## config.mk

```make
export PLATFORM = sky130hd
export DESIGN_NAME = multicycle_ctrl_flat
export DESIGN_NICKNAME = d
export VERILOG_FILES = /design/src/rtl/multicycle_ctrl_pkg.sv /design/src/rtl/multicycle_ctrl_if.sv /design/src/rtl/multicycle_ctrl_timer.sv /design/src/rtl/multicycle_ctrl.sv /design/src/flat_wrapper.sv
export SDC_FILE = /design/constraint.sdc
export NUM_CORES = 1
export LEC_CHECK = 0
export BUFFER_PORTS_ARGS = -buffer_cell sky130_fd_sc_hd__buf_2
export CAP_MARGIN = 20
export CORE_ASPECT_RATIO = 1.2
export CORE_MARGIN = 8
export CORE_UTILIZATION = 35
export DETAILED_ROUTE_END_ITERATION = 16
export SETUP_SLACK_MARGIN = 0.4
export SLEW_MARGIN = 20
export SYNTH_ARGS = -nofsm -noshare
export SYNTH_HDL_FRONTEND = slang
export SYNTH_SLANG_ARGS = --single-unit
```

## constraint.sdc

```tcl
create_clock -name clk_i -period 5.5 [get_ports clk_i]
set_clock_uncertainty 0.15 [all_clocks]
set_input_delay 0.825 -clock clk_i [delete_from_list [all_inputs] [get_ports clk_i]]
set_output_delay 0.825 -clock clk_i [all_outputs]
set_load 0.01 [all_outputs]
```

## src/rtl/multicycle_ctrl_pkg.sv

```systemverilog
// Shared encodings for the multi-cycle MIPS control FSM: states, opcodes and
// datapath select codes, plus the DECODE dispatch function.
package multicycle_ctrl_pkg;

    typedef enum logic [3:0] {
        S_FETCH     = 4'd0,
        S_DECODE    = 4'd1,
        S_MEM_ADDR  = 4'd2,
        S_MEM_READ  = 4'd3,
        S_MEM_WB    = 4'd4,
        S_MEM_WRITE = 4'd5,
        S_R_EXEC    = 4'd6,
        S_R_WB      = 4'd7,
        S_I_EXEC    = 4'd8,
        S_I_WB      = 4'd9,
        S_BRANCH    = 4'd10,
        S_JUMP      = 4'd11,
        S_JAL       = 4'd12,
        S_JR        = 4'd13,
        S_TRAP      = 4'd14
    } state_e;

    localparam logic [5:0] OP_RTYPE = 6'h00;
    localparam logic [5:0] OP_J     = 6'h02;
    localparam logic [5:0] OP_JAL   = 6'h03;
    localparam logic [5:0] OP_BEQ   = 6'h04;
    localparam logic [5:0] OP_BNE   = 6'h05;
    localparam logic [5:0] OP_ADDI  = 6'h08;
    localparam logic [5:0] OP_SLTI  = 6'h0A;
    localparam logic [5:0] OP_LW    = 6'h23;
    localparam logic [5:0] OP_SW    = 6'h2B;
    localparam logic [5:0] FN_JR    = 6'h08;

    localparam logic [1:0] ALU_ADD = 2'b00, ALU_SUB = 2'b01, ALU_FUNCT = 2'b10, ALU_IMM = 2'b11;
    localparam logic [1:0] PC_ALU  = 2'b00, PC_ALUOUT = 2'b01, PC_JUMP = 2'b10, PC_RS = 2'b11;
    localparam logic [1:0] DST_RT  = 2'b00, DST_RD = 2'b01, DST_RA = 2'b10;
    localparam logic [1:0] M2R_ALU = 2'b00, M2R_MDR = 2'b01, M2R_PC = 2'b10;
    localparam logic [1:0] SRCB_RT = 2'b00, SRCB_FOUR = 2'b01, SRCB_IMM = 2'b10, SRCB_IMM_SH = 2'b11;

    function automatic state_e decode_op(input logic [5:0] op, input logic [5:0] fn);
        case (op)
            OP_RTYPE:        return (fn == FN_JR) ? S_JR : S_R_EXEC;
            OP_LW, OP_SW:    return S_MEM_ADDR;
            OP_BEQ, OP_BNE:  return S_BRANCH;
            OP_J:            return S_JUMP;
            OP_JAL:          return S_JAL;
            OP_ADDI, OP_SLTI: return S_I_EXEC;
            default:         return S_TRAP;
        endcase
    endfunction

endpackage

```

## src/rtl/multicycle_ctrl_if.sv

```systemverilog
// Unified-memory handshake between the control FSM and the memory port.
interface multicycle_ctrl_if;
    logic mem_req_o;
    logic mem_read_o;
    logic mem_write_o;
    logic iord_o;
    logic mem_ready_i;

    modport master (output mem_req_o, mem_read_o, mem_write_o, iord_o, input mem_ready_i);
    modport slave  (input mem_req_o, mem_read_o, mem_write_o, iord_o, output mem_ready_i);
endinterface

```

## src/rtl/multicycle_ctrl_timer.sv

```systemverilog
// Memory wait watchdog: counts stalled cycles, flags the cycle in which the
// stall budget is used up so the FSM can trap instead of waiting again.
module mc_wait_timer #(
    parameter int TIMEOUT = 16
) (
    input  logic clk_i,
    input  logic rst_i,
    input  logic clr_i,
    input  logic en_i,
    output logic expired_o
);
    localparam int TW = $clog2(TIMEOUT + 1);
    localparam logic [TW-1:0] LIMIT = TW'(TIMEOUT - 1);

    logic [TW-1:0] cnt_q;

    always_ff @(posedge clk_i) begin
        if (!rst_i || clr_i) cnt_q <= '0;
        else if (en_i)       cnt_q <= cnt_q + TW'(1);
    end

    assign expired_o = en_i && (cnt_q == LIMIT);
endmodule

```

## src/rtl/multicycle_ctrl.sv

```systemverilog
// Control FSM for the multi-cycle MIPS core: sequences fetch/decode/execute,
// decodes datapath selects from the state register, traps on bad opcode/timeout.
module multicycle_ctrl
    import multicycle_ctrl_pkg::*;
#(
    parameter int TIMEOUT = 16,
    parameter int CNT_W   = 16
) (
    input  logic             clk_i,
    input  logic             rst_i,
    input  logic [5:0]       opcode_i,
    input  logic [5:0]       funct_i,
    input  logic             zero_i,
    multicycle_ctrl_if.master mem,
    output logic             ir_write_o,
    output logic             pc_write_o,
    output logic [1:0]       pc_src_o,
    output logic             reg_write_o,
    output logic [1:0]       reg_dst_o,
    output logic [1:0]       mem_to_reg_o,
    output logic             alu_src_a_o,
    output logic [1:0]       alu_src_b_o,
    output logic [1:0]       alu_op_o,
    output logic [3:0]       state_o,
    output logic             trap_o,
    output logic [CNT_W-1:0] instr_count_o
);
    state_e             state_q, state_d;
    logic [CNT_W-1:0]   cnt_q;
    logic               trap_q;
    logic               retire, in_wait, expired;
    logic               ready;

    assign ready = mem.mem_ready_i;

    mc_wait_timer #(.TIMEOUT(TIMEOUT)) u_timer (
        .clk_i     (clk_i),
        .rst_i     (rst_i),
        .clr_i     (!(in_wait && !ready)),
        .en_i      (in_wait && !ready),
        .expired_o (expired)
    );

    // A ready in the limit cycle is checked first, so completion beats timeout.
    always_comb begin
        state_d = state_q;
        retire  = 1'b0;
        in_wait = 1'b0;
        case (state_q)
            S_FETCH: begin
                in_wait = 1'b1;
                if (ready)        state_d = S_DECODE;
                else if (expired) state_d = S_TRAP;
            end
            S_DECODE:   state_d = decode_op(opcode_i, funct_i);
            S_MEM_ADDR: state_d = (opcode_i == OP_SW) ? S_MEM_WRITE : S_MEM_READ;
            S_MEM_READ: begin
                in_wait = 1'b1;
                if (ready)        state_d = S_MEM_WB;
                else if (expired) state_d = S_TRAP;
            end
            S_MEM_WRITE: begin
                in_wait = 1'b1;
                if (ready) begin
                    state_d = S_FETCH;
                    retire  = 1'b1;
                end else if (expired) state_d = S_TRAP;
            end
            S_R_EXEC: state_d = S_R_WB;
            S_I_EXEC: state_d = S_I_WB;
            S_MEM_WB, S_R_WB, S_I_WB, S_BRANCH, S_JUMP, S_JAL, S_JR: begin
                state_d = S_FETCH;
                retire  = 1'b1;
            end
            S_TRAP:  state_d = S_TRAP;
            default: state_d = S_TRAP;
        endcase
    end

    always_ff @(posedge clk_i) begin
        if (!rst_i) begin
            state_q <= S_FETCH;
            cnt_q   <= '0;
            trap_q  <= 1'b0;
        end else begin
            state_q <= state_d;
            if (retire) cnt_q <= cnt_q + CNT_W'(1);
            if (state_d == S_TRAP) trap_q <= 1'b1;
        end
    end

    logic req, rd, wr, irw, pcw, rgw;

    always_comb begin
        req = 1'b0; rd = 1'b0; wr = 1'b0; irw = 1'b0; pcw = 1'b0; rgw = 1'b0;
        mem.iord_o   = 1'b0;
        pc_src_o     = PC_ALU;
        reg_dst_o    = DST_RT;
        mem_to_reg_o = M2R_ALU;
        alu_src_a_o  = 1'b0;
        alu_src_b_o  = SRCB_RT;
        alu_op_o     = ALU_ADD;
        case (state_q)
            S_FETCH: begin
                req = 1'b1; rd = 1'b1;
                alu_src_b_o = SRCB_FOUR;
                irw = ready; pcw = ready;
            end
            S_DECODE:    alu_src_b_o = SRCB_IMM_SH;
            S_MEM_ADDR:  begin alu_src_a_o = 1'b1; alu_src_b_o = SRCB_IMM; end
            S_MEM_READ:  begin req = 1'b1; rd = 1'b1; mem.iord_o = 1'b1; end
            S_MEM_WRITE: begin req = 1'b1; wr = 1'b1; mem.iord_o = 1'b1; end
            S_MEM_WB:    begin rgw = 1'b1; mem_to_reg_o = M2R_MDR; end
            S_R_EXEC:    begin alu_src_a_o = 1'b1; alu_op_o = ALU_FUNCT; end
            S_R_WB:      begin rgw = 1'b1; reg_dst_o = DST_RD; end
            S_I_EXEC:    begin alu_src_a_o = 1'b1; alu_src_b_o = SRCB_IMM; alu_op_o = ALU_IMM; end
            S_I_WB:      rgw = 1'b1;
            S_BRANCH: begin
                alu_src_a_o = 1'b1; alu_op_o = ALU_SUB; pc_src_o = PC_ALUOUT;
                pcw = (opcode_i == OP_BNE) ? !zero_i : zero_i;
            end
            S_JUMP:      begin pcw = 1'b1; pc_src_o = PC_JUMP; end
            S_JAL: begin
                pcw = 1'b1; pc_src_o = PC_JUMP;
                rgw = 1'b1; reg_dst_o = DST_RA; mem_to_reg_o = M2R_PC;
            end
            S_JR:        begin pcw = 1'b1; pc_src_o = PC_RS; end
            default: ;
        endcase
    end

    // Strobes are held low for the whole reset cycle, even mid-access.
    assign mem.mem_req_o   = rst_i & req;
    assign mem.mem_read_o  = rst_i & rd;
    assign mem.mem_write_o = rst_i & wr;
    assign ir_write_o      = rst_i & irw;
    assign pc_write_o      = rst_i & pcw;
    assign reg_write_o     = rst_i & rgw;

    assign state_o       = state_q;
    assign trap_o        = trap_q;
    assign instr_count_o = cnt_q;
endmodule

```

## src/flat_wrapper.sv

```systemverilog
// flat-port wrapper written by rule: the top's interface ports become plain ports
module multicycle_ctrl_flat import multicycle_ctrl_pkg::*;
#(
    parameter int TIMEOUT = 16,
    parameter int CNT_W   = 16
)
  (clk_i, rst_i, opcode_i, funct_i, zero_i, ir_write_o, pc_write_o, pc_src_o, reg_write_o, reg_dst_o, mem_to_reg_o, alu_src_a_o, alu_src_b_o, alu_op_o, state_o, trap_o, instr_count_o, mem_mem_req_o, mem_mem_read_o, mem_mem_write_o, mem_iord_o, mem_mem_ready_i);
  multicycle_ctrl_if mem_i ();
  input  logic clk_i;
  input  logic rst_i;
  input  logic [5:0] opcode_i;
  input  logic [5:0] funct_i;
  input  logic zero_i;
  output logic ir_write_o;
  output logic pc_write_o;
  output logic [1:0] pc_src_o;
  output logic reg_write_o;
  output logic [1:0] reg_dst_o;
  output logic [1:0] mem_to_reg_o;
  output logic alu_src_a_o;
  output logic [1:0] alu_src_b_o;
  output logic [1:0] alu_op_o;
  output logic [3:0] state_o;
  output logic trap_o;
  output logic [CNT_W-1:0] instr_count_o;
  output wire logic [$bits(mem_i.mem_req_o)-1:0] mem_mem_req_o;
  output wire logic [$bits(mem_i.mem_read_o)-1:0] mem_mem_read_o;
  output wire logic [$bits(mem_i.mem_write_o)-1:0] mem_mem_write_o;
  output wire logic [$bits(mem_i.iord_o)-1:0] mem_iord_o;
  input wire logic [$bits(mem_i.mem_ready_i)-1:0] mem_mem_ready_i;
  assign mem_mem_req_o = mem_i.mem_req_o;
  assign mem_mem_read_o = mem_i.mem_read_o;
  assign mem_mem_write_o = mem_i.mem_write_o;
  assign mem_iord_o = mem_i.iord_o;
  assign mem_i.mem_ready_i = mem_mem_ready_i;
  multicycle_ctrl #(.TIMEOUT(TIMEOUT), .CNT_W(CNT_W)) u_core (.clk_i(clk_i), .rst_i(rst_i), .opcode_i(opcode_i), .funct_i(funct_i), .zero_i(zero_i), .mem(mem_i), .ir_write_o(ir_write_o), .pc_write_o(pc_write_o), .pc_src_o(pc_src_o), .reg_write_o(reg_write_o), .reg_dst_o(reg_dst_o), .mem_to_reg_o(mem_to_reg_o), .alu_src_a_o(alu_src_a_o), .alu_src_b_o(alu_src_b_o), .alu_op_o(alu_op_o), .state_o(state_o), .trap_o(trap_o), .instr_count_o(instr_count_o));
endmodule
```

==> metrics.md, run 1 <==
| Metric | Value |
|---|---|
| Most frequent cell after synthesis | `nor2_1` |
| CP Cell Sequence | `inv_1 -> a32oi_1 -> a21oi_1 -> buf_2` |
| Core area | `between 4000 and 5000 sq um` |
| Final Hold Violating Endpoints | `0` |
| Overall overflow remaining after global route | `0` |
| Maximum clock rate | `about 0.33 GHz` |
| Setup slack after layout | `2.51 ns` |
| Die X | `81.2 microns` |
| Layout cells sized above 1 | `0.257` |
| Via count | `1789` |
| Diode count | `0` |
| Largest net degree at the start of global routing | `25` |
| Most common library cells after synthesis | `27 x nor2_1, 26 x dfxtp_1, 18 x a21oi_1` |
| Startpoint Class | `flop` |
| Clk buf depth | `2` |
| Clock root cell | `clkbuf_8` |
| Finished Cell Area | `between 2000 and 2500 sq um` |
| Switching share of power | `0.460` |
| Highest net fanout along the worst path | `24` |
| Pins Over Slew Limit | `0` |
| RD Place Congestion | `0.882` |
| Distinct cells, synth | `54` |
| Die Footprint | `7650 sq um` |
| Initial antenna violation count | `0` |
| Hold Startpoint | `u_core.u_timer.cnt_q[0]` |
| # setup viols final | `0` |
| Clock power share | `0.132` |
| Num CTS Buffers | `3` |
| CTS tree | `yes` |
| Via density per instance | `5.32` |
| Period minus WS final | `between 2 and 3 ns` |
| Ys async rst share | `0` |
| Critical path class | `reg -> out` |
| CP bufs+invs | `2` |
| First-pass detailed-route iteration total | `4` |
| Internal power | `0.426 mW` |
| Number of synthesized flops with an enable pin | `0` |
| CP Launch Point | `u_core.state_o[1]` |
| Switching power | `~0.36 mW` |
| RR Startpoint | `u_core.state_o[1]` |
| Post-route ant nets | `0` |
| Power, Total | `0.790 mW` |
| Data arrival, critical path | `2.02 ns` |
| Placed instance count | `roughly 330` |
| # rows | `28` |
| Ports | `55` |
| Clk sink count | `26` |
| Clock transition at path regs | `0.08 ns` |
| Crit share post-route | `0.544` |
| Area grow syn2layout | `17.4%` |
| Power density cells | `377 nW/um^2` |
| Final Util | `0.425` |
| Hpwl dp | `about 3500 microns` |
| Peak supply drop | `0.187 mV` |
| Unrepaired setup endpoints after global routing | `no` |
| DRC viols | `0` |
| Top cells by area, synth | `dfxtp_1 29%, nor2_1 5.7%, a21oi_1 5.0%` |
| Placed Area | `2060 sq um` |
| Synth Net Count | `250` |
| CP Data Required Time | `between 4 and 5 ns` |
| Hold Slack | `0.308 ns` |
| Synth Cell Area | `1790 sq um` |
| I/O Buffers | `54` |
| Hold-fix buffers, CTS | `0` |
| Drt first-iter violations | `81` |
| # nets final | `297` |
| WL/cell | `13.8 microns` |
| Chip height | `94.2 microns` |
| PostCTS Resize Cnt | `0` |
| Slowest stage delay, CP | `0.84 ns` |
| Worst path slowest cell | `dfxtp_1` |
| Top-area cell type share of the netlist area | `0.292` |
| Type of the most critical hold path | `reg -> reg` |
| Setup TNS | `0 ns` |
| Lkg Pwr | `approximately 0.9 nW` |
| Yosys reg bits | `26` |
| Least-Margin Pin Slew | `0.845 ns` |
| Syn avg cell area | `about 7.7 sq um` |
| CP top delay family | `flip-flops` |
| Leading area contributor after synthesis | `dfxtp_1` |
| Vias in the first global route | `1699` |
| Non-Filler Instances | `336` |
| Status | `complete, no violations` |
| CP Capture Type | `output pin` |
| Max Cap Viol | `0` |
| Htree depth | `1` |
| Post-Synthesis Cells | `231` |
| Synth warnings | `0` |
| Fillers | `518` |
| First-pass GRT wire length | `7760 microns` |
| Comb pwr share | `0.507` |
| Placement Setup Slack | `between 2 and 3 ns` |
| Postcts setup bufs | `0` |
| Rel. slew slack | `0.436` |
| Share of power burned in registers | `0.361` |
| Initial Util | `0.361` |
| Worst-skew pair later-pin latency | `0.26 ns` |
| Main synth FF type | `dfxtp_1` |
| Final wirelength | `4640 microns` |
| Post-synthesis sequential area ratio | `0.292` |
| Tot GR Track Use | `0.122` |
==> sequential cells by signal, indices dropped and copies added, names as in the netlist <==
| name | flops |
|---|---|
| u_core.instr_count_o | 16 |
| u_core.trap_o | 1 |
| u_core.u_timer.cnt_q | 5 |
| u_core.state_o | 4 |
==> final timing paths <==
kind         cells past startpoint                       end  slack, ns
max                              4                pc_write_o       2.51
max reg2reg                      5  u_core.instr_count_o[14]       2.95
min reg2reg                      1   u_core.u_timer.cnt_q[0]       0.31
min                              1   u_core.u_timer.cnt_q[0]       0.31
==> per-layer routing <==
metal / wire, microns / track usage / vias up
met3: 282 / 0.0230 / 4
met4: 55 / 0.0418 / 0
li1: - / - / 924
met1: 2230 / 0.155 / 808
met5: 0 / 0 / -
met2: 2070 / 0.198 / 53
==> layout make-up <==
cell class,count,area (sq um),area share
clock buffers,3,41.3,0.0197
repair buffers,54,270,0.129
multi-input cells,182,1150,0.548
well taps,60,75.1,0.0358
inverters,11,41.3,0.0197
flip-flops and latches,26,520,0.248
==> power by group through the flow <==
stage	Sequential (mW)	Combinational, mW	Clock [mW]
2_1_floorplan	0.238	0.343	0
3_3_place_gp	0.290	0.403	0
3_5_place_dp	0.288	0.403	0
4_1_cts	0.284	0.405	0.109
5_1_grt	0.293	0.446	0.117
6_report	0.285	0.401	0.104
==> cells by family (layout without fill, tap and decap cells) <==
| group | Yosys count | after routing | synth area share |
|---|---|---|---|
| flops | 26 | 26 | 0.292 |
| mux | 1 | 1 | 0.00561 |
| buf+inv | 23 | 68 | 0.0652 |
| compound gates | 58 | 58 | 0.226 |
| simple gates | 111 | 111 | 0.347 |
| fa+ha+maj | 3 | 3 | 0.0210 |
| xor+xnor | 9 | 9 | 0.0441 |
==> cells in the final DEF, fill, tap and decap left out, drive strengths merged, types with 7 or more instances in the layout <==
cell    n
o21ai  12
inv    11
a21oi  18
or3     7
nand3  12
and2    7
buf    54
nor2   28
nand2  17
nor3    8
dfxtp  26
(Power assumes the default switching activity.)
==> run 2, diff against run 1 <==
==> constraint.sdc (replaced) <==
create_clock -name clk_i -period 2.9 [get_ports clk_i]
set_clock_uncertainty 0.15 [all_clocks]
set_input_delay 0.435 -clock clk_i [delete_from_list [all_inputs] [get_ports clk_i]]
set_output_delay 0.435 -clock clk_i [all_outputs]
set_load 0.01 [all_outputs]
==> metrics.md, run 2 (synthesized netlist as in run 1, its figures left out) <==
| Metric | Value |
|---|---|
| Worst-skew pair later-pin latency | `0.27 ns` |
| DRC viols | `0` |
| Via density per instance | `around 5.3` |
| Slowest stage delay, CP | `0.48 ns` |
| Rel. slew slack | `0.723` |
| Tot GR Track Use | `0.121` |
| Clock transition at path regs | `0.09 ns` |
| Vias in the first global route | `1731` |
| Htree depth | `1` |
| Highest net fanout along the worst path | `18` |
| Comb pwr share | `0.539` |
| Chip height | `94.2 microns` |
| Hpwl dp | `3750 microns` |
| Max reg flops | `16` |
| CP Capture Type | `output pin` |
| Clk sink count | `26` |
| Maximum clock rate | `between 0.4 and 0.5 GHz` |
| # setup viols final | `0` |
| Lkg Pwr | `0.931 nW` |
| Max Cap Viol | `0` |
| Initial antenna violation count | `0` |
| Most common cell after layout, fill and taps aside | `buf_2` |
| Power density cells | `757 nW/um^2` |
| I/O Buffers | `54` |
| Postcts setup bufs | `0` |
| # nets final | `302` |
| Num CTS Buffers | `3` |
| Clk buf depth | `2` |
| Post-route ant nets | `0` |
| Crit share post-route | `0.798` |
| Die X | `~81 microns` |
| Critical path class | `reg -> out` |
| Drt first-iter violations | `53` |
| First-pass GRT wire length | `roughly 7600 microns` |
| CTS tree | `yes` |
| Largest net degree at the start of global routing | `23` |
| Fillers | `508` |
| Setup slack after layout | `0.586 ns` |
| Setup TNS | `0 ns` |
| RD Place Congestion | `around 0.83` |
| CP Cell Sequence | `buf_4 -> xor2_1 -> o22ai_1 -> nand3b_1 -> inv_1 -> buf_2` |
| Core area | `4940 sq um` |
| CP bufs+invs | `3` |
| Final Hold Violating Endpoints | `0` |
| Worst path slowest cell | `dfxtp_1` |
| Final wirelength | `4740 microns` |
| Data arrival, critical path | `around 1.7 ns` |
| Area grow syn2layout | `21.4%` |
| CP top delay family | `flip-flops` |
| Startpoint Class | `flop` |
| Period minus WS final | `2.31 ns` |
| Via count | `1828` |
| Ports | `55` |
| Layout cells sized above 1 | `0.280` |
| Status | `complete, no violations` |
| # rows | `28` |
| Switching share of power | `0.434` |
| First-pass detailed-route iteration total | `4` |
| Least-Margin Pin Slew | `0.405 ns` |
| Placed Area | `2090 sq um` |
| Type of the most critical hold path | `reg -> reg` |
| WL/cell | `13.9 microns` |
| Unrepaired setup endpoints after global routing | `no` |
| Finished Cell Area | `2170 sq um` |
| Switching power | `between 0.7 and 0.8 mW` |
| CP Data Required Time | `2.32 ns` |
| Die Footprint | `between 7000 and 8000 sq um` |
| Placed instance count | `between 300 and 400` |
| Placement Setup Slack | `between 0.7 and 0.8 ns` |
| Commonest cells after routing, fill and taps aside | `54 x buf_2, 27 x nor2_1, 24 x dfxtp_1` |
| Initial Util | `0.361` |
| Share of power burned in registers | `0.277` |
| Non-Filler Instances | `approximately 340` |
| Internal power | `0.929 mW` |
| Pins Over Slew Limit | `0` |
| Peak supply drop | `0.377 mV` |
| Hold Slack | `0.302 ns` |
| Diode count | `0` |
| Clock power share | `0.183` |
| Overall overflow remaining after global route | `0` |
| Clock root cell | `clkbuf_8` |
-- run 2: cell types whose count changed in the layout (fill, tap and decap cells not counted), sizes merged --
cell | before | now
buf | 54 | 59
bufinv | 0 | 1
-- run 2: area by class of cell --
class                           count  area [sq um]  area share
Tap cell                           60          75.1      0.0346
Inverter                           11          41.3      0.0191
Timing Repair Buffer               59           308       0.142
Multi-Input combinational cell    182          1150       0.530
Clock inverter                      1          30.0      0.0139
Sequential cell                    26           523       0.241
Clock buffer                        3          41.3      0.0191
-- run 2: path summary, 6_finish.rpt --
path	startpoint	to	slack (ns)	cells past startpoint
setup / recovery	u_core.state_o[0]	mem_mem_req_o	0.59	6
hold / removal	u_core.u_timer.cnt_q[0]	u_core.u_timer.cnt_q[0]	0.30	1
setup reg to reg	u_core.u_timer.cnt_q[0]	u_core.trap_o	0.72	7
hold reg to reg	u_core.u_timer.cnt_q[0]	u_core.u_timer.cnt_q[0]	0.30	1
-- run 2: power by group through the flow --
stage	Combinational, mW	Sequential [mW]	Clock (mW)
after floorplan	0.651	0.452	0
after global routing	0.974	0.463	0.325
after global placement	0.884	0.460	0
after CTS	0.890	0.453	0.311
after detailed placement	0.884	0.462	0
final	0.885	0.455	0.301
-- run 2: through the flow --
| step | util | power [mW] |
|---|---|---|
| floorplan | - | 1.10 |
| global placement | 0.424 | 1.34 |
| detailed placement | 0.424 | 1.35 |
| CTS | 0.438 | 1.65 |
| global route | 0.439 | 1.76 |
| finish | 0.439 | 1.64 |
-- run 2: what timing repair did --
action | in CTS | in global routing
hold buffers | 0 | 0
setup endpoints to repair | 0 | 3
gates resized for setup | 0 | 2
-- run 2: routing by layer --
metal / track usage / part of all wire / vias to the layer above
li1: - / - / 935
met1: 0.145 / 0.46 / 829
met2: 0.205 / 0.46 / 57
met3: 0.0230 / 0.063 / 7
met4: 0.0522 / 0.018 / 0
met5: 0 / 0 / -
